File: src/rtl/simple_axi_wr_slave.sv
// simple_axi_wr_slave: AXI4 write-only slave for a 2^DEPTH_LOG2 x 64-bit window
// at BASE_ADDR. Each accepted in-window beat is replayed one cycle later on a
// registered user write port (wr_en/wr_index/wr_data/wr_strb).
module simple_axi_wr_slave #(
   parameter logic [39:0] BASE_ADDR  = 40'h00_2000_0000,
   parameter int unsigned DEPTH_LOG2 = 4
) (
   input  logic                  ACLK,
   input  logic                  ARESETn,
   // write address channel
   input  logic [3:0]            S_AXI_AWID,
   input  logic [39:0]           S_AXI_AWADDR,
   input  logic [7:0]            S_AXI_AWLEN,
   input  logic [2:0]            S_AXI_AWSIZE,
   input  logic [1:0]            S_AXI_AWBURST,
   input  logic                  S_AXI_AWVALID,
   output logic                  S_AXI_AWREADY,
   // write data channel
   input  logic [63:0]           S_AXI_WDATA,
   input  logic [7:0]            S_AXI_WSTRB,
   input  logic                  S_AXI_WLAST,
   input  logic                  S_AXI_WVALID,
   output logic                  S_AXI_WREADY,
   // write response channel
   output logic [3:0]            S_AXI_BID,
   output logic [1:0]            S_AXI_BRESP,
   output logic                  S_AXI_BVALID,
   input  logic                  S_AXI_BREADY,
   // user write port
   output logic                  wr_en,
   output logic [DEPTH_LOG2-1:0] wr_index,
   output logic [63:0]           wr_data,
   output logic [7:0]            wr_strb,
   output logic [31:0]           wr_count
);

   typedef enum logic [1:0] {
      S_IDLE = 2'd0,
      S_DATA = 2'd1,
      S_RESP = 2'd2
   } state_t;

   // First byte past the window, kept 42 bits wide so the bound never wraps.
   localparam logic [41:0] WIN_END = {2'b00, BASE_ADDR} + (42'd1 << (DEPTH_LOG2 + 3));

   localparam logic [1:0] RESP_OKAY   = 2'b00;
   localparam logic [1:0] RESP_SLVERR = 2'b10;

   state_t                  state;
   state_t                  state_next;

   logic [3:0]              id_q;
   logic [DEPTH_LOG2-1:0]   idx_q;
   logic [7:0]              len_q;
   logic [7:0]              beat_q;
   logic                    err_q;

   logic [41:0]             aw_end;
   logic [39:0]             aw_offset;
   logic                    aw_err;
   logic                    unused_offset_bits;

   logic                    aw_hs;
   logic                    w_hs;
   logic                    b_hs;
   logic                    w_last_count;
   logic                    w_end;
   logic                    w_mismatch;
   logic                    w_commit;

   // Decode the AW request: window/size/burst checks and start index.
   always_comb begin
      aw_end    = {2'b00, S_AXI_AWADDR} + (({34'd0, S_AXI_AWLEN} + 42'd1) << 3);
      aw_offset = S_AXI_AWADDR - BASE_ADDR;
      aw_err    = (S_AXI_AWSIZE != 3'b011)
               || (S_AXI_AWBURST != 2'b01)
               || (S_AXI_AWADDR[2:0] != 3'b000)
               || (S_AXI_AWADDR < BASE_ADDR)
               || (aw_end > WIN_END);
   end

   assign unused_offset_bits = ^{aw_offset[39:DEPTH_LOG2+3], aw_offset[2:0]};

   // Handshakes and per-beat burst-end / commit decisions.
   always_comb begin
      aw_hs        = (state == S_IDLE) && S_AXI_AWVALID;
      w_hs         = (state == S_DATA) && S_AXI_WVALID;
      b_hs         = (state == S_RESP) && S_AXI_BREADY;
      w_last_count = (beat_q == len_q);
      w_end        = S_AXI_WLAST || w_last_count;
      // A disagreement always implies one side is set, i.e. it is the end beat.
      w_mismatch   = (S_AXI_WLAST != w_last_count);
      w_commit     = w_hs && !err_q && !w_mismatch;
   end

   // State register.
   always_ff @(posedge ACLK or negedge ARESETn) begin
      if (!ARESETn) begin
         state <= S_IDLE;
      end else begin
         state <= state_next;
      end
   end

   // Next-state logic and channel ready/valid outputs.
   always_comb begin
      state_next    = state;
      S_AXI_AWREADY = 1'b0;
      S_AXI_WREADY  = 1'b0;
      S_AXI_BVALID  = 1'b0;
      case (state)
         S_IDLE: begin
            S_AXI_AWREADY = 1'b1;
            if (S_AXI_AWVALID) begin
               state_next = S_DATA;
            end
         end
         S_DATA: begin
            S_AXI_WREADY = 1'b1;
            if (S_AXI_WVALID && w_end) begin
               state_next = S_RESP;
            end
         end
         S_RESP: begin
            S_AXI_BVALID = 1'b1;
            if (S_AXI_BREADY) begin
               state_next = S_IDLE;
            end
         end
         default: begin
            state_next = S_IDLE;
         end
      endcase
   end

   // Transaction context: ID, running index, beat counter and sticky error.
   always_ff @(posedge ACLK or negedge ARESETn) begin
      if (!ARESETn) begin
         id_q   <= '0;
         idx_q  <= '0;
         len_q  <= '0;
         beat_q <= '0;
         err_q  <= 1'b0;
      end else if (aw_hs) begin
         id_q   <= S_AXI_AWID;
         idx_q  <= aw_offset[DEPTH_LOG2+2:3];
         len_q  <= S_AXI_AWLEN;
         beat_q <= '0;
         err_q  <= aw_err;
      end else if (w_hs) begin
         idx_q  <= idx_q + 1'b1;
         beat_q <= beat_q + 8'd1;
         if (w_mismatch) begin
            err_q <= 1'b1;
         end
      end
   end

   // Registered user write port: one wr_en pulse per committed beat.
   always_ff @(posedge ACLK or negedge ARESETn) begin
      if (!ARESETn) begin
         wr_en    <= 1'b0;
         wr_index <= '0;
         wr_data  <= '0;
         wr_strb  <= '0;
      end else begin
         wr_en <= w_commit;
         if (w_commit) begin
            wr_index <= idx_q;
            wr_data  <= S_AXI_WDATA;
            wr_strb  <= S_AXI_WSTRB;
         end
      end
   end

   // Count bursts that completed with OKAY at their B handshake.
   always_ff @(posedge ACLK or negedge ARESETn) begin
      if (!ARESETn) begin
         wr_count <= '0;
      end else if (b_hs && !err_q) begin
         wr_count <= wr_count + 32'd1;
      end
   end

   assign S_AXI_BID   = id_q;
   assign S_AXI_BRESP = err_q ? RESP_SLVERR : RESP_OKAY;

endmodule
File: config.mk
export PLATFORM = sky130hd
export DESIGN_NAME = simple_axi_wr_slave
export DESIGN_NICKNAME = d
export VERILOG_FILES = /design/src/rtl/simple_axi_wr_slave.sv
export SDC_FILE = /design/constraint.sdc
export NUM_CORES = 1
export LEC_CHECK = 0
export CORE_MARGIN = 2
export CORE_UTILIZATION = 41
export DETAILED_ROUTE_END_ITERATION = 8
export GPL_ROUTABILITY_DRIVEN = 1
export PLACE_DENSITY = 0.78
export SLEW_MARGIN = 20
export SYNTH_ARGS = -nofsm -noshare
export SYNTH_HDL_FRONTEND = slang
export SYNTH_SLANG_ARGS = --single-unit
File: constraint.sdc
create_clock -name ACLK -period 2.45 [get_ports ACLK]
set_input_delay 0.3675 -clock ACLK [delete_from_list [all_inputs] [get_ports ACLK]]
set_output_delay 0.3675 -clock ACLK [all_outputs]
set_load 0.02 [all_outputs]
==> results of run 1 <==
## worst reg2reg max path, stage by stage (launching register included)
cell,delay [ns]
dfrtp_1,0.40
xor2_1,0.17
nor4_2,0.29
nand2_1,0.12
ha_1,0.31
or3_4,0.42
buf_4,0.24
nand2_1,0.13
nand2_1,0.08
## metal layers
layer | GRT usage (%) | wire (um) | up-vias | part of all wire, %
met5 | 0 | 13 | - | 0.061
met4 | 8.60 | 510 | 2 | 2.4
met3 | 6.21 | 1460 | 28 | 6.8
met2 | 43.1 | 10900 | 240 | 51
met1 | 28.6 | 8520 | 3197 | 40
li1 | - | - | 3221 | -
## cell families after synthesis
logic type	synth area share [%]
buffers and inverters	2.81
XOR/XNOR	8.03
AO/OA/AOI/OAI	7.84
flip-flops	50.3
AND/OR/NAND/NOR	27.7
adder cells (fa/ha/maj)	2.89
multiplexers	0.333
other	0.0554
## cell type report
cell class / instances / area, um^2 / share of cell area (%)
sequential: 136 / 3400 / 31.2
tap: 216 / 270 / 2.48
clock inverter: 12 / 186 / 1.71
multi-input combinational: 584 / 3230 / 29.6
clock buffer: 20 / 457 / 4.19
inverter: 12 / 47.5 / 0.436
timing repair buffer: 349 / 3310 / 30.3
## cell usage in the layout (no fill, tap or decap), types with 3 or more instances in the layout
| master | count |
|---|---|
| nand2_1 | 301 |
| clkdlybuf4s50_1 | 242 |
| dfrtp_1 | 136 |
| buf_4 | 90 |
| xor2_1 | 31 |
| xnor2_1 | 30 |
| nor2_1 | 25 |
| nand3_1 | 22 |
| and3_1 | 20 |
| nand4_1 | 19 |
| a21oi_1 | 19 |
| clkbuf_16 | 17 |
| o21ai_0 | 14 |
| ha_1 | 13 |
| inv_1 | 11 |
| nor3_1 | 6 |
| buf_6 | 6 |
| and4_1 | 5 |
| o211ai_1 | 5 |
| a21o_1 | 4 |
| a211oi_1 | 4 |
| bufinv_16 | 4 |
| inv_6 | 4 |
| buf_12 | 4 |
| and2_2 | 3 |
| dlygate4sd2_1 | 3 |
## metrics by stage
| stage | util (%) | setup WS, ns | instances | hold WS [ns] |
|---|---|---|---|---|
| after floorplan | - | -0.764 | 761 | 0.0719 |
| after global placement | 63.4 | -1.27 | 1290 | 0.316 |
| after detailed placement | 63.4 | -1.35 | 1290 | 0.316 |
| after CTS | 68.0 | -0.477 | 1327 | 0.246 |
| after global routing | 68.1 | -0.602 | 1329 | 0.267 |
| final | 68.1 | -0.502 | 1329 | 0.258 |
## registers in the layout, indices dropped and copies added, names as in the netlist
signal     flops
wr_data       64
wr_count      32
state          2
wr_en          1
len_q          8
S_AXI_BID      4
wr_strb        8
beat_q         8
wr_index       4
idx_q          4
err_q          1
## synth_stat cells, types with 6 or more instances
cell      count  area share, %
ha_1         14            2.6
xnor2_1      31            4.0
and3_1       21            1.9
nand3_1      23            1.7
a21oi_1      19            1.4
nor2_1       26            1.4
nand2_1     301             17
clkbuf_1     20            1.1
nand4_1      19            1.8
dfrtp_1     136             50
xor2_1       31            4.0
inv_1        11           0.61
nor3_1        6           0.44
o21ai_0      14            1.0
## timing repair
action / in CTS / in global routing
cloned: 0 / 0
pin swaps: 17 / 17
endpoints found under the setup margin: 77 / 1
gates resized for setup: 33 / 7
endpoints found under the hold margin: 40 / 0
buffers inserted: 4 / 2
hold buffers: 1 / 0
## power groups by stage
stage	combinational, mW	clock, mW	sequential (mW)
detailed placement	1.88	0	2.77
global route	2.07	2.91	2.77
floorplan	0.662	0	2.97
global placement	1.85	0	2.76
finish	1.91	2.76	2.74
CTS	1.92	2.81	2.74
## worst paths after layout
kind                                      from            to  cells past startpoint
worst min register to register     wr_data[24]   wr_data[24]                      2
max in group asynchronous              ARESETn  S_AXI_BID[2]                      3
worst max register to register       beat_q[1]   wr_data[32]                      8
worst min-delay path            S_AXI_AWLEN[1]      len_q[1]                      4
worst max-delay path            S_AXI_AWLEN[0]         err_q                     15
min in group asynchronous              ARESETn   wr_data[12]                      2
==> impl_results.md, run 1 <==
* Drt drc at 0
* CP top delay family: simple AND/OR/NAND/NOR gates
* Diodes inserted at 0
* Min Tclk post-route at around 3.0 ns
* Mapped Avg Cell Area at 8.89 um^2
* Count of unique library cells instantiated by Yosys at 63
* Power share of the clock group at a little under two fifths
* Max cap viols at 0
* WL/cell at between 15 and 20 um
* Setup violators final at 1
* Initial antenna violation count at 1
* R2R setup slack at between 0.15 and 0.2 ns
* Register area share after synthesis at 50.3%
* CP endpoint kind: flop
* Headroom to the max-slew limit at between 60 and 70%
* CP Data Required Time at ~2.7 ns
* Startpoint types: primary input
* Failing checks: negative setup slack
* First-pass GRT wire length at between 30,000 and 40,000 um
* Yosys warning count at 0
* Vias at about 6,700
* Worst vdd ir at approximately 0.39 mV
* Die W at between 100 and 150 um
* Sw power at 2.14 mW
* Port bufs at roughly 250
* Post-synth net total at slightly above 900
* Arrival @ worst endpoint at 3.24 ns
* Vias per inst at around 5.0
* Nets at roughly 1,300
* Clock sinks at 136
* Crit Path Class: primary input to flop
* Clk_skew at 0.0122 ns
* Logic pwr share at 25.8%
* DIE AREA at between 0.015 and 0.02 mm^2
* Fillers at roughly 1,300
* Asr flop ratio synth at 100%
* Layout cells sized above 1 at approximately 14%
* Vias in the first global route at 6,773
* Core area at ~0.016 mm^2
* CTS tree: done
* LEAKAGE at between 5 and 6 nW
* Internal at 5.27 mW
* Final WL at approximately 21,000 um
* DR iter-0 viols at 320
* Fin. Hold Viols at 0
* Biggest cell delay along the critical path at about 0.42 ns
* Final worst slack at -0.502 ns
* Worst Path Buf+Inv at 2
* Final period util at 121%
* Clock latency on the worst-skew pair at 0.41 ns
* Largest net degree at the start of global routing at 49
* Die Ht at between 100 and 150 um
* CTS Buf Count at 17
* Most used DFF post-synth: dfrtp_1
* Sequential share of power at 37.0%
* Total I/O pin count at between 200 and 300
* Clk slew on worst S/H paths at 0.06 ns
* Clock Path Buffers at 2
* Overall power at between 7 and 8 mW
* Placer Congestion at between 0.8 and 0.9
* HP Class: primary input to flop
* Mapped Area at roughly 0.0068 mm^2
* Pins Over Slew Limit at 0
* Cell Area, Placed at around 0.010 mm^2
* Initial Util at a little over two fifths
* H-tree levels at 4
* RSZ-0062 raised after global routing: true
* Final setup TNS at -0.502 ns
* Syn Inst Count at ~760
* Critical-path cell list: buf_8 > and3_4 > nand3_2 > or2_4 > xnor2_2 > ha_1 > nand4_1 > or3_4 > buf_4 > and2_2 > a2111o_1 > o211ai_1 > nand4b_1 > o31ai_2 > a31oi_1
* Post-synth EDFFs at 0
* Grt ovf at 0
* Max FO, Critical Path at 3
* Status: complete, but fails checks
* Root buffer cell: clkbuf_16
* Sw frac at between 20 and 30%
* Post-route ant nets at 0
* Slew @ Worst Pin at 0.545 ns
* Design Area, Final at about 0.011 mm^2
* Synthesis-to-finish area growth at 61.1%
* Hpwl dp at approximately 16,000 um
* PwrDens at 679 mW/mm^2
* Max Clk Rate at between 300 and 400 MHz
* Rows at 46
* Slowest-stage cell, CP: or3_4
* Yosys reg bits at roughly 140
* GRT Util Overall at approximately 24%
* First drt pass iteration count at 5
Note: power is estimated with default switching activity, not from simulation.
==> run 2: changes to the inputs <==
--- a/config.mk
+++ b/config.mk
@@ -6,10 +6,11 @@
 export NUM_CORES = 1
 export LEC_CHECK = 0
 export CORE_MARGIN = 2
-export CORE_UTILIZATION = 41
+export CORE_UTILIZATION = 50
 export DETAILED_ROUTE_END_ITERATION = 8
+export DONT_BUFFER_PORTS = 1
 export GPL_ROUTABILITY_DRIVEN = 1
-export PLACE_DENSITY = 0.78
+export PLACE_DENSITY = 0.68
 export SLEW_MARGIN = 20
 export SYNTH_ARGS = -nofsm -noshare
 export SYNTH_HDL_FRONTEND = slang
==> run 2 against run 1 <==
The flow finishes with violations (negative hold slack, negative setup slack). First-iteration DRC count rose by 1.3%. Fmax rose by 5.1%. Worst hold slack lost 0.62 ns. Routed wire length is 16% lower. Sequential power grew 10%. Clock skew is 0.0022 ns lower.
==> impl_results.md, run 2 (synthesized netlist as in run 1, its figures left out) <==
* Commonest non-fill, non-tap cells in the layout: 301 x nand2_1, 136 x dfrtp_1, 53 x buf_4, 31 x xor2_1, 30 x xnor2_1
* Initial antenna violation count at 0
* HP Class: primary input to asynchronous set/reset pin
* Hpwl dp at ~14,000 um
* DR iter-0 viols at between 300 and 400
* PwrDens at between 800 and 900 mW/mm^2
* Core Util, Final at around three fifths
* Status: complete, but fails checks
* Place WS at -0.892 ns
* CTS Buf Count at 17
* Final worst slack at -0.359 ns
* Initial Util at roughly half
* Startpoint types: primary input
* Slew @ Worst Pin at ~0.59 ns
* WL/cell at around 18 um
* Headroom to the max-slew limit at 60.6%
* Vias at ~5,600
* Regs by FF count: wr_data (64), wr_count (32)
* Vias per inst at roughly 5.6
* Largest register FFs at 64
* Clock latency on the worst-skew pair at 0.42 ns
* Die Ht at approximately 120 um
* Diodes inserted at 0
* First-pass GRT wire length at roughly 28,000 um
* Clk slew on worst S/H paths at 0.06 ns
* First drt pass iteration count at 4
* Root buffer cell: clkbuf_16
* Clock sinks at 136
* Die W at 120 um
* Clk_skew at approximately 0.01 ns
* Arrival @ worst endpoint at ~3.1 ns
* CP Data Required Time at 2.75 ns
* Core area at 0.0132 mm^2
* Largest net degree at the start of global routing at between 100 and 150
* Most common cell after layout, fill and taps aside: nand2_1
* RSZ-0062 raised after global routing: true
* Worst vdd ir at approximately 0.51 mV
* Crit Path Class: primary input to flop
* Total I/O pin count at approximately 250
* Max FO, Critical Path at 5
* DIE AREA at 0.0145 mm^2
* Placer Congestion at 0.884
* Vias in the first global route at about 5,700
* Final WL at roughly 18,000 um
* Failing checks: negative hold slack, negative setup slack
* Hold Slack at -0.359 ns
* Max cap viols at 0
* Min Tclk post-route at 2.81 ns
* H-tree levels at 4
* Grt ovf at 0
* Final period util at 115%
* LEAKAGE at around 4.0 nW
* Pins Over Slew Limit at 0
* Setup violators final at 1
* CP endpoint kind: flop
* Max Clk Rate at 356 MHz
* Layout cells sized above 1 at around 15%
* Biggest register: wr_data
* GRT Util Overall at about 25%
* Drt drc at 0
* Post-route ant nets at 0
* Port bufs at 0
* CTS tree: done
* Rows at 42
* Synthesis-to-finish area growth at 18.0%
* Fin. Hold Viols at 136
* Overall power at 6.43 mW
* Nets at 959
* Clock Path Buffers at 2
==> run 2: changes by cell type in the layout (fill, tap and decap cells not counted), sizes merged, moves of 3 or more <==
| cell | change |
|---|---|
| clkbuf | -4 |
| inv | -4 |
| clkdlybuf4s50 | -242 |
| clkinv | +7 |
| dlygate4sd2 | -3 |
| buf | -43 |
==> run 2: layout make-up <==
class                           instances  area (um^2)
Fill cell                            1141         5260
Sequential cell                       136         3400
Multi-Input combinational cell        584         3260
Timing Repair Buffer                   58          472
Clock buffer                           18          429
Tap cell                              176          220
Clock inverter                         14          153
Inverter                               12         45.0
==> run 2: through the flow <==
| stage | hold WS [ns] | TNS [ns] | cell area (um^2) | std cells |
|---|---|---|---|---|
| global placement | 0.0755 | -0.871 | 7260 | 959 |
| floorplan | 0.0719 | -0.764 | 6780 | 761 |
| finish | -0.359 | -0.359 | 7980 | 998 |
| detailed placement | 0.0758 | -0.897 | 7260 | 959 |
| CTS | -0.372 | -0.351 | 7930 | 997 |
| global route | -0.381 | -0.476 | 7980 | 998 |
==> run 2: worst max-delay path, cell delays in order <==
cell       delay, ns
and3_4          0.16
nand3_2         0.06
or2_4           0.24
xnor2_2         0.13
ha_1            0.33
buf_6           0.14
buf_4           0.12
buf_4           0.14
or3_2           0.44
a21oi_1         0.20
a2bb2oi_1       0.24
nand4_1         0.14
o31ai_2         0.27
a31oi_1         0.11
==> run 2: worst paths after layout <==
path | slack (ns) | cells past startpoint | from | end
worst min-delay path | -0.36 | 0 | ARESETn | wr_data[12]
worst min register to register | 0.51 | 2 | len_q[0] | len_q[0]
min in group ACLK | 0.05 | 2 | S_AXI_AWLEN[6] | len_q[6]
max in group asynchronous | 2.64 | 0 | ARESETn | wr_index[2]
worst max register to register | 0.16 | 9 | beat_q[1] | wr_data[22]
worst max-delay path | -0.36 | 14 | S_AXI_AWLEN[0] | err_q
==> run 2: routing by layer <==
metal  share of wire [%]  GRT usage (%)  wire (um)
met5                   0              0          0
met4                 2.2           8.87        392
met3                  10           10.0       1830
met2                  51           44.0       9150
met1                  37           27.1       6650
==> run 2: report_power, final <==
group          switching [mW]  total [mW]  internal [mW]
registers               0.476        3.02           2.55
clock network           0.976        2.48           1.50
logic                   0.523       0.926          0.403
==> run 2: what timing repair did <==
action / 4_1_cts / 5_1_grt
hold endpoints to repair: 136 / 136
pin swaps: 11 / 3
buffers inserted: 6 / 1
resized for setup: 12 / 10
setup endpoints to repair: 6 / 8
